[src/rtl/ppu_pkg.sv]
// Shared constants for the PPU fetch/decode front end: memory geometry,
// MIPS opcode/funct codes, control-word bit positions and field encodings.
package ppu_pkg;

    localparam int MEM_BYTES = 512;
    localparam int ADDR_W    = $clog2(MEM_BYTES);
    localparam int CTL_W     = 15;

    localparam logic [5:0] OP_RTYPE  = 6'h00;
    localparam logic [5:0] OP_REGIMM = 6'h01;
    localparam logic [5:0] OP_J      = 6'h02;
    localparam logic [5:0] OP_JAL    = 6'h03;
    localparam logic [5:0] OP_BEQ    = 6'h04;
    localparam logic [5:0] OP_BNE    = 6'h05;
    localparam logic [5:0] OP_BLEZ   = 6'h06;
    localparam logic [5:0] OP_BGTZ   = 6'h07;
    localparam logic [5:0] OP_ADDI   = 6'h08;
    localparam logic [5:0] OP_ADDIU  = 6'h09;
    localparam logic [5:0] OP_SLTI   = 6'h0A;
    localparam logic [5:0] OP_SLTIU  = 6'h0B;
    localparam logic [5:0] OP_ANDI   = 6'h0C;
    localparam logic [5:0] OP_ORI    = 6'h0D;
    localparam logic [5:0] OP_XORI   = 6'h0E;
    localparam logic [5:0] OP_LUI    = 6'h0F;
    localparam logic [5:0] OP_LB     = 6'h20;
    localparam logic [5:0] OP_LH     = 6'h21;
    localparam logic [5:0] OP_LW     = 6'h23;
    localparam logic [5:0] OP_LBU    = 6'h24;
    localparam logic [5:0] OP_LHU    = 6'h25;
    localparam logic [5:0] OP_SB     = 6'h28;
    localparam logic [5:0] OP_SH     = 6'h29;
    localparam logic [5:0] OP_SW     = 6'h2B;

    localparam logic [5:0] FN_SLL  = 6'h00;
    localparam logic [5:0] FN_SRL  = 6'h02;
    localparam logic [5:0] FN_SRA  = 6'h03;
    localparam logic [5:0] FN_JR   = 6'h08;
    localparam logic [5:0] FN_JALR = 6'h09;
    localparam logic [5:0] FN_MFHI = 6'h10;
    localparam logic [5:0] FN_MTHI = 6'h11;
    localparam logic [5:0] FN_MFLO = 6'h12;
    localparam logic [5:0] FN_MTLO = 6'h13;
    localparam logic [5:0] FN_ADD  = 6'h20;
    localparam logic [5:0] FN_ADDU = 6'h21;
    localparam logic [5:0] FN_SUB  = 6'h22;
    localparam logic [5:0] FN_SUBU = 6'h23;
    localparam logic [5:0] FN_AND  = 6'h24;
    localparam logic [5:0] FN_OR   = 6'h25;
    localparam logic [5:0] FN_XOR  = 6'h26;
    localparam logic [5:0] FN_NOR  = 6'h27;
    localparam logic [5:0] FN_SLT  = 6'h2A;
    localparam logic [5:0] FN_SLTU = 6'h2B;

    localparam int CTL_SHIFT_IMM    = 14;
    localparam int CTL_ALU_OP_MSB   = 13;
    localparam int CTL_ALU_OP_LSB   = 11;
    localparam int CTL_LOAD         = 10;
    localparam int CTL_RF_EN        = 9;
    localparam int CTL_BRANCH       = 8;
    localparam int CTL_TA_INSTR     = 7;
    localparam int CTL_MEM_SIZE_MSB = 6;
    localparam int CTL_MEM_SIZE_LSB = 5;
    localparam int CTL_MEM_RW       = 4;
    localparam int CTL_MEM_SE       = 3;
    localparam int CTL_HI_EN        = 2;
    localparam int CTL_LO_EN        = 1;
    localparam int CTL_MEM_EN       = 0;

    typedef enum logic [2:0] {
        ALU_ADD  = 3'b000,
        ALU_SUB  = 3'b001,
        ALU_AND  = 3'b010,
        ALU_OR   = 3'b011,
        ALU_XOR  = 3'b100,
        ALU_NOR  = 3'b101,
        ALU_SLT  = 3'b110,
        ALU_PASS = 3'b111
    } alu_op_e;

    typedef enum logic [1:0] {
        MEM_BYTE = 2'b00,
        MEM_HALF = 2'b01,
        MEM_WORD = 2'b10
    } mem_size_e;

endpackage

[src/rtl/ppu_control_unit_if.sv]
// Fetch address, instruction-memory preload port and the registered IF/ID outputs.
interface ppu_control_unit_if;
    import ppu_pkg::*;

    logic [ADDR_W-1:0] addr;
    logic              load_we;
    logic [ADDR_W-1:0] load_addr;
    logic [7:0]        load_data;
    logic [31:0]       instruction;
    logic [CTL_W-1:0]  control_output;

    modport master (
        output addr, load_we, load_addr, load_data,
        input  instruction, control_output
    );

    modport slave (
        input  addr, load_we, load_addr, load_data,
        output instruction, control_output
    );

endinterface

[src/rtl/instruction_memory.sv]
// Byte-addressed instruction store: synchronous byte write, combinational
// word-aligned big-endian 32-bit read.
module instruction_memory
    import ppu_pkg::*;
(
    input  logic              clk,
    input  logic              we_i,
    input  logic [ADDR_W-1:0] waddr_i,
    input  logic [7:0]        wdata_i,
    input  logic [ADDR_W-1:0] raddr_i,
    output logic [31:0]       rdata_o
);

    logic [7:0] mem_q [MEM_BYTES];

    // Preload writes are honoured regardless of reset; contents survive reset.
    always_ff @(posedge clk) begin
        if (we_i) begin
            mem_q[waddr_i] <= wdata_i;
        end
    end

    // Reads ignore the two low address bits, so a word never straddles the top.
    logic [1:0] unusedAddrLo;
    assign unusedAddrLo = raddr_i[1:0];

    assign rdata_o = {mem_q[{raddr_i[ADDR_W-1:2], 2'b00}],
                      mem_q[{raddr_i[ADDR_W-1:2], 2'b01}],
                      mem_q[{raddr_i[ADDR_W-1:2], 2'b10}],
                      mem_q[{raddr_i[ADDR_W-1:2], 2'b11}]};

endmodule

[src/rtl/ppu_control_unit.sv]
// IF/ID front end: fetches a word from instruction memory, decodes it into the
// 15-bit pipeline control word and registers both.
module ppu_control_unit
    import ppu_pkg::*;
(
    input  logic               clk,
    input  logic               reset,
    ppu_control_unit_if.slave  bus
);

    logic [31:0]      instr_d;
    logic [31:0]      instr_q;
    logic [CTL_W-1:0] ctl_d;
    logic [CTL_W-1:0] ctl_q;

    instruction_memory u_imem (
        .clk     (clk),
        .we_i    (bus.load_we),
        .waddr_i (bus.load_addr),
        .wdata_i (bus.load_data),
        .raddr_i (bus.addr),
        .rdata_o (instr_d)
    );

    function automatic logic [CTL_W-1:0] decode(input logic [5:0] op, input logic [5:0] funct);
        logic [CTL_W-1:0] c;
        c = '0;
        case (op)
            OP_RTYPE: begin
                case (funct)
                    FN_ADD, FN_ADDU: begin
                        c[CTL_ALU_OP_MSB:CTL_ALU_OP_LSB] = ALU_ADD;
                        c[CTL_RF_EN] = 1'b1;
                    end
                    FN_SUB, FN_SUBU: begin
                        c[CTL_ALU_OP_MSB:CTL_ALU_OP_LSB] = ALU_SUB;
                        c[CTL_RF_EN] = 1'b1;
                    end
                    FN_AND: begin
                        c[CTL_ALU_OP_MSB:CTL_ALU_OP_LSB] = ALU_AND;
                        c[CTL_RF_EN] = 1'b1;
                    end
                    FN_OR: begin
                        c[CTL_ALU_OP_MSB:CTL_ALU_OP_LSB] = ALU_OR;
                        c[CTL_RF_EN] = 1'b1;
                    end
                    FN_XOR: begin
                        c[CTL_ALU_OP_MSB:CTL_ALU_OP_LSB] = ALU_XOR;
                        c[CTL_RF_EN] = 1'b1;
                    end
                    FN_NOR: begin
                        c[CTL_ALU_OP_MSB:CTL_ALU_OP_LSB] = ALU_NOR;
                        c[CTL_RF_EN] = 1'b1;
                    end
                    FN_SLT, FN_SLTU: begin
                        c[CTL_ALU_OP_MSB:CTL_ALU_OP_LSB] = ALU_SLT;
                        c[CTL_RF_EN] = 1'b1;
                    end
                    // Shifts take shamt as operand B, hence shift_imm.
                    FN_SLL, FN_SRL, FN_SRA: begin
                        c[CTL_SHIFT_IMM] = 1'b1;
                        c[CTL_ALU_OP_MSB:CTL_ALU_OP_LSB] = ALU_PASS;
                        c[CTL_RF_EN] = 1'b1;
                    end
                    FN_MFHI, FN_MFLO: c[CTL_RF_EN] = 1'b1;
                    FN_MTHI:          c[CTL_HI_EN] = 1'b1;
                    FN_MTLO:          c[CTL_LO_EN] = 1'b1;
                    FN_JR:            c[CTL_BRANCH] = 1'b1;
                    FN_JALR: begin
                        c[CTL_BRANCH] = 1'b1;
                        c[CTL_RF_EN] = 1'b1;
                    end
                    default: c = '0;
                endcase
            end
            OP_ADDI, OP_ADDIU, OP_SLTI, OP_SLTIU, OP_ANDI, OP_ORI, OP_XORI, OP_LUI: begin
                c[CTL_SHIFT_IMM] = 1'b1;
                c[CTL_RF_EN] = 1'b1;
                case (op)
                    OP_SLTI, OP_SLTIU: c[CTL_ALU_OP_MSB:CTL_ALU_OP_LSB] = ALU_SLT;
                    OP_ANDI:           c[CTL_ALU_OP_MSB:CTL_ALU_OP_LSB] = ALU_AND;
                    OP_ORI:            c[CTL_ALU_OP_MSB:CTL_ALU_OP_LSB] = ALU_OR;
                    OP_XORI:           c[CTL_ALU_OP_MSB:CTL_ALU_OP_LSB] = ALU_XOR;
                    OP_LUI:            c[CTL_ALU_OP_MSB:CTL_ALU_OP_LSB] = ALU_PASS;
                    default:           c[CTL_ALU_OP_MSB:CTL_ALU_OP_LSB] = ALU_ADD;
                endcase
            end
            OP_LB, OP_LH, OP_LW, OP_LBU, OP_LHU: begin
                c[CTL_SHIFT_IMM] = 1'b1;
                c[CTL_ALU_OP_MSB:CTL_ALU_OP_LSB] = ALU_ADD;
                c[CTL_LOAD] = 1'b1;
                c[CTL_RF_EN] = 1'b1;
                c[CTL_MEM_EN] = 1'b1;
                c[CTL_MEM_SE] = (op == OP_LB) || (op == OP_LH);
                case (op)
                    OP_LH, OP_LHU: c[CTL_MEM_SIZE_MSB:CTL_MEM_SIZE_LSB] = MEM_HALF;
                    OP_LW:         c[CTL_MEM_SIZE_MSB:CTL_MEM_SIZE_LSB] = MEM_WORD;
                    default:       c[CTL_MEM_SIZE_MSB:CTL_MEM_SIZE_LSB] = MEM_BYTE;
                endcase
            end
            OP_SB, OP_SH, OP_SW: begin
                c[CTL_SHIFT_IMM] = 1'b1;
                c[CTL_ALU_OP_MSB:CTL_ALU_OP_LSB] = ALU_ADD;
                c[CTL_MEM_RW] = 1'b1;
                c[CTL_MEM_EN] = 1'b1;
                case (op)
                    OP_SH:   c[CTL_MEM_SIZE_MSB:CTL_MEM_SIZE_LSB] = MEM_HALF;
                    OP_SW:   c[CTL_MEM_SIZE_MSB:CTL_MEM_SIZE_LSB] = MEM_WORD;
                    default: c[CTL_MEM_SIZE_MSB:CTL_MEM_SIZE_LSB] = MEM_BYTE;
                endcase
            end
            // Conditional branches compare via subtraction.
            OP_BEQ, OP_BNE, OP_BLEZ, OP_BGTZ, OP_REGIMM: begin
                c[CTL_ALU_OP_MSB:CTL_ALU_OP_LSB] = ALU_SUB;
                c[CTL_BRANCH] = 1'b1;
            end
            OP_J: begin
                c[CTL_BRANCH] = 1'b1;
                c[CTL_TA_INSTR] = 1'b1;
            end
            OP_JAL: begin
                c[CTL_BRANCH] = 1'b1;
                c[CTL_TA_INSTR] = 1'b1;
                c[CTL_RF_EN] = 1'b1;
            end
            default: c = '0;
        endcase
        return c;
    endfunction

    // The all-zero word is architecturally SLL $0,$0,0; treat it as a true bubble.
    assign ctl_d = (instr_d == 32'h0) ? '0 : decode(instr_d[31:26], instr_d[5:0]);

    always_ff @(posedge clk) begin
        if (reset) begin
            instr_q <= '0;
            ctl_q   <= '0;
        end else begin
            instr_q <= instr_d;
            ctl_q   <= ctl_d;
        end
    end

    assign bus.instruction    = instr_q;
    assign bus.control_output = ctl_q;

endmodule

[src/flat_wrapper.sv]
// flat-port wrapper written by rule: the top's interface ports become plain ports
module ppu_control_unit_flat import ppu_pkg::*;
  (clk, reset, bus_addr, bus_load_we, bus_load_addr, bus_load_data, bus_instruction, bus_control_output);
  ppu_control_unit_if bus_i ();
  input  logic clk;
  input  logic reset;
  input wire logic [$bits(bus_i.addr)-1:0] bus_addr;
  input wire logic [$bits(bus_i.load_we)-1:0] bus_load_we;
  input wire logic [$bits(bus_i.load_addr)-1:0] bus_load_addr;
  input wire logic [$bits(bus_i.load_data)-1:0] bus_load_data;
  output wire logic [$bits(bus_i.instruction)-1:0] bus_instruction;
  output wire logic [$bits(bus_i.control_output)-1:0] bus_control_output;
  assign bus_i.addr = bus_addr;
  assign bus_i.load_we = bus_load_we;
  assign bus_i.load_addr = bus_load_addr;
  assign bus_i.load_data = bus_load_data;
  assign bus_instruction = bus_i.instruction;
  assign bus_control_output = bus_i.control_output;
  ppu_control_unit u_core (.clk(clk), .reset(reset), .bus(bus_i));
endmodule
[config.mk]
export PLATFORM = sky130hd
export DESIGN_NAME = ppu_control_unit_flat
export DESIGN_NICKNAME = d
export VERILOG_FILES = /design/src/rtl/ppu_pkg.sv /design/src/rtl/ppu_control_unit_if.sv /design/src/rtl/instruction_memory.sv /design/src/rtl/ppu_control_unit.sv /design/src/flat_wrapper.sv
export SDC_FILE = /design/constraint.sdc
export NUM_CORES = 2
export LEC_CHECK = 0
export CORE_MARGIN = 2
export CORE_UTILIZATION = 57
export CTS_CLUSTER_DIAMETER = 200
export DETAILED_ROUTE_END_ITERATION = 7
export PLACE_DENSITY_LB_ADDON = 0.3
export SYNTH_ARGS = -nofsm -noshare
export SYNTH_HDL_FRONTEND = slang
export SYNTH_HIERARCHICAL = 1
export SYNTH_SLANG_ARGS = --single-unit
[constraint.sdc]
create_clock -name clk -period 9.45 [get_ports clk]
set_input_delay 0.945 -clock clk [delete_from_list [all_inputs] [get_ports clk]]
set_output_delay 0.945 -clock clk [all_outputs]
set_load 0.005 [all_outputs]
==> key figures <==
Status
  – Status: completed

Placement
  – Placer Congestion: between 0.8 and 0.9
  – I/O Buffers: 73
  – Cell Area, Placed: approximately 160000 um2
  – Placed Cells incl. Taps: between 10k and 15k
  – Post-detail-place hpwl: about 210000 um

Timing
  – Setup Viol. Count Final: 0
  – Max_slew headroom: 12.3%
  – Min Tclk post-route: around 5300 ps
  – RSZ-0062 raised after global routing: no
  – Fin crit share: between 50 and 60%
  – Slew @ Worst Pin: between 1000 and 1500 ps
  – Max-slew violation count: 0
  – Final hold viol count: 0
  – Clk_skew: roughly 54 ps
  – Post-Route Setup TNS: 0 ps
  – Max Fclk: around 0.19 GHz

Global route
  – Vias in the first global route: 72.5k
  – GR Overflow Total: 0
  – GRT Total Usage: approximately 25%
  – Largest net degree at the start of global routing: 233
  – Initial antenna violation count: 28
  – First-pass GRT wire length: slightly above 500000 um

Yosys
  – Leading area contributor after synthesis: edfxtp_1
  – Top_reg_cell synth: edfxtp_1
  – Post-synth top cells: 4096 x edfxtp_1, 1344 x mux4_2, 532 x nor2_1, 246 x clkbuf_1, 72 x buf_2
  – Sequential share of the synthesized area: between 70% and 80%
  – Post-Syn Nets: 6636
  – Yosys warning total: 6
  – Cells after Synth: 6607
  – Post-synth cell types: roughly 40
  – Synth top area share: between 70% and 80%
  – Post-Syn Area: 159000 um2
  – Top cells by area, synth: edfxtp_1 77%, mux4_2 19%, nor2_1 1.3%, dfxtp_1 0.59%, clkbuf_1 0.58%
  – Post-Syn Area per Cell: approximately 24 um2
  – Asr flop ratio synth: 0%
  – Cell with the most instances after synthesis: edfxtp_1
  – #FFs+latches synth: roughly 4.1k
  – EDFF count, synth: ~4.1k

Final layout
  – Nets: between 6k and 7k
  – Fillers: approximately 17k
  – Multi-input gate area: 33600 um2
  – Layout Area Growth over Synthesis: 11.1%
  – Post-route insts no fill: 10.8k
  – Fraction of layout cells with a size suffix above 1: 29.2%
  – Post-layout util: a little under two thirds
  – Final instance area: 177000 um2
  – FF+latch area: 124000 um2

Clock network
  – Post-CTS Hold Buffers: 0
  – CTS Buffer Depth: 4
  – Clock Sinks: between 4k and 5k
  – Clock transition at path regs: roughly 70 ps
  – CTS tree: done
  – Clk_lat worst skew: 930 ps
  – Post-cts sizing count: 0
  – Setup bufs post-CTS: 0
  – H-tree depth: 5
  – CTS Root Cell: clkbuf_16
  – CTS Buf Count: around 400

Critical path
  – CP endpoint kind: flop
  – Kind of critical path: input pin to flop
  – Maximum fanout along the worst path: 66
  – CP startpoint kind: input pin
  – Crit path DAT: 6110 ps
  – Critical Path RT: 10240 ps

Min path
  – Hold Crit Class: input pin to flop

Power and ir drop
  – Pleak: 53.5 nW
  – Worst vdd ir: approximately 0.00017 V
  – PwrDens: roughly 210 nW/um2
  – Pwr Total: 0.0375 W

Drt
  – Initial drt markers: just under 10k
  – Metal1 wirelength: roughly 140000 um
  – Drt drc: 0
  – Vias per inst: 6.61
  – DR WL met3: roughly 34000 um
  – Routed Antenna Nets: 0
  – Wire per inst: 33.0 um
  – WL met2: ~180000 um
  – Top Layer Used: met5
  – Via count: 71.7k
  – Drt first pass iters: 5
  – Routed WL: ~360000 um

Die
  – Die height: 532 um
  – CORE AREA: around 280000 um2
  – Row count: between 150 and 200
  – Die width: about 530 um
  – IO Count: 76
  – Initial core utilization: ~57%
  – Die area: roughly 280000 um2

Job
  – Max-cap violations: 0
[logic make-up (layout without fill, tap and decap cells)]
kind of cell / count (synthesis) / in the layout / synth area share, %
compound gates: 22 / 22 / 0.0873
xor+xnor: 1 / 1 / 0.00551
buf+inv: 398 / 912 / 1.03
flops: 4143 / 4143 / 77.9
mux: 1377 / 1377 / 19.3
other cells: 0 / 20 / 0
simple gates: 666 / 666 / 1.71
[cells in the final DEF (no fill, tap or decap), types with 20 or more instances in the layout]
master	Yosys	routed
clkdlybuf4s50_1	0	57
bufinv_16	0	41
buf_4	9	101
mux4_2	1344	1344
clkbuf_1	246	83
nand2_1	54	38
nor2_1	532	532
diode_2	0	20
clkbuf_16	0	402
clkinv_1	0	94
clkinv_2	0	66
dfxtp_1	47	47
edfxtp_1	4096	4096
buf_12	0	24
nor2b_1	34	34
mux2_2	33	33
[metal layers]
metal | global-route usage (%) | vias to the layer above
met4 | 8.79 | 16
met3 | 4.63 | 549
met2 | 40.1 | 3801
met5 | 0 | -
li1 | - | 28700
met1 | 36.2 | 38700
[report_power, final]
part	switching (W)	total (W)	internal, W	leakage [nW]
combinational	0.00113	0.00187	0.000747	10.2
sequential	0.0000175	0.0202	0.0202	37.2
clock	0.00652	0.0154	0.00889	6.11
[critical path, stage by stage]
cell and delay [ps]:
buf_16 400, buf_4 680, mux4_2 610, mux4_2 530
mux4_2 530, mux2_2 330, nor4_2 760, and4_1 630
and4_1 290, or2_2 140, a21oi_1 50
[layout make-up]
| class | count | area share, % |
|---|---|---|
| Inverter | 4 | 0.00849 |
| Clock inverter | 226 | 1.22 |
| Sequential cell | 4143 | 70.1 |
| Clock buffer | 485 | 5.87 |
| Antenna cell | 20 | 0.0283 |
| Timing Repair Buffer | 197 | 1.14 |
| Multi-Input combinational cell | 2066 | 19.0 |
| Tap cell | 3705 | 2.62 |
[per-stage QoR]
stage                     hold slack (ps)  setup WS, ps
after floorplan                      1030          4670
after global placement               1390          3080
after detailed placement             1410          3110
after CTS                             456          4060
after global routing                  482          3920
final                                 492          4130
[final timing paths]
check,cells past startpoint,endpoint,slack (ps),startpoint
worst max-delay path,11,u_core/bus.control_output[9],4130,bus_addr[2]
worst min-delay path,1,u_core/u_imem/mem_q[8][1],490,bus_load_data[1]
worst max register to register,9,u_core/bus.control_output[9],5130,u_core/u_imem/mem_q[74][4]
worst min register to register,6,u_core/bus.control_output[1],1450,u_core/u_imem/mem_q[307][0]
[sequential cells by signal (all words and copies together) (netlist names)]
register,count
u_core/bus.control_output,15
u_core/u_imem/mem_q,4096
u_core/bus.instruction,32
Power figures use the tool's default switching activity.
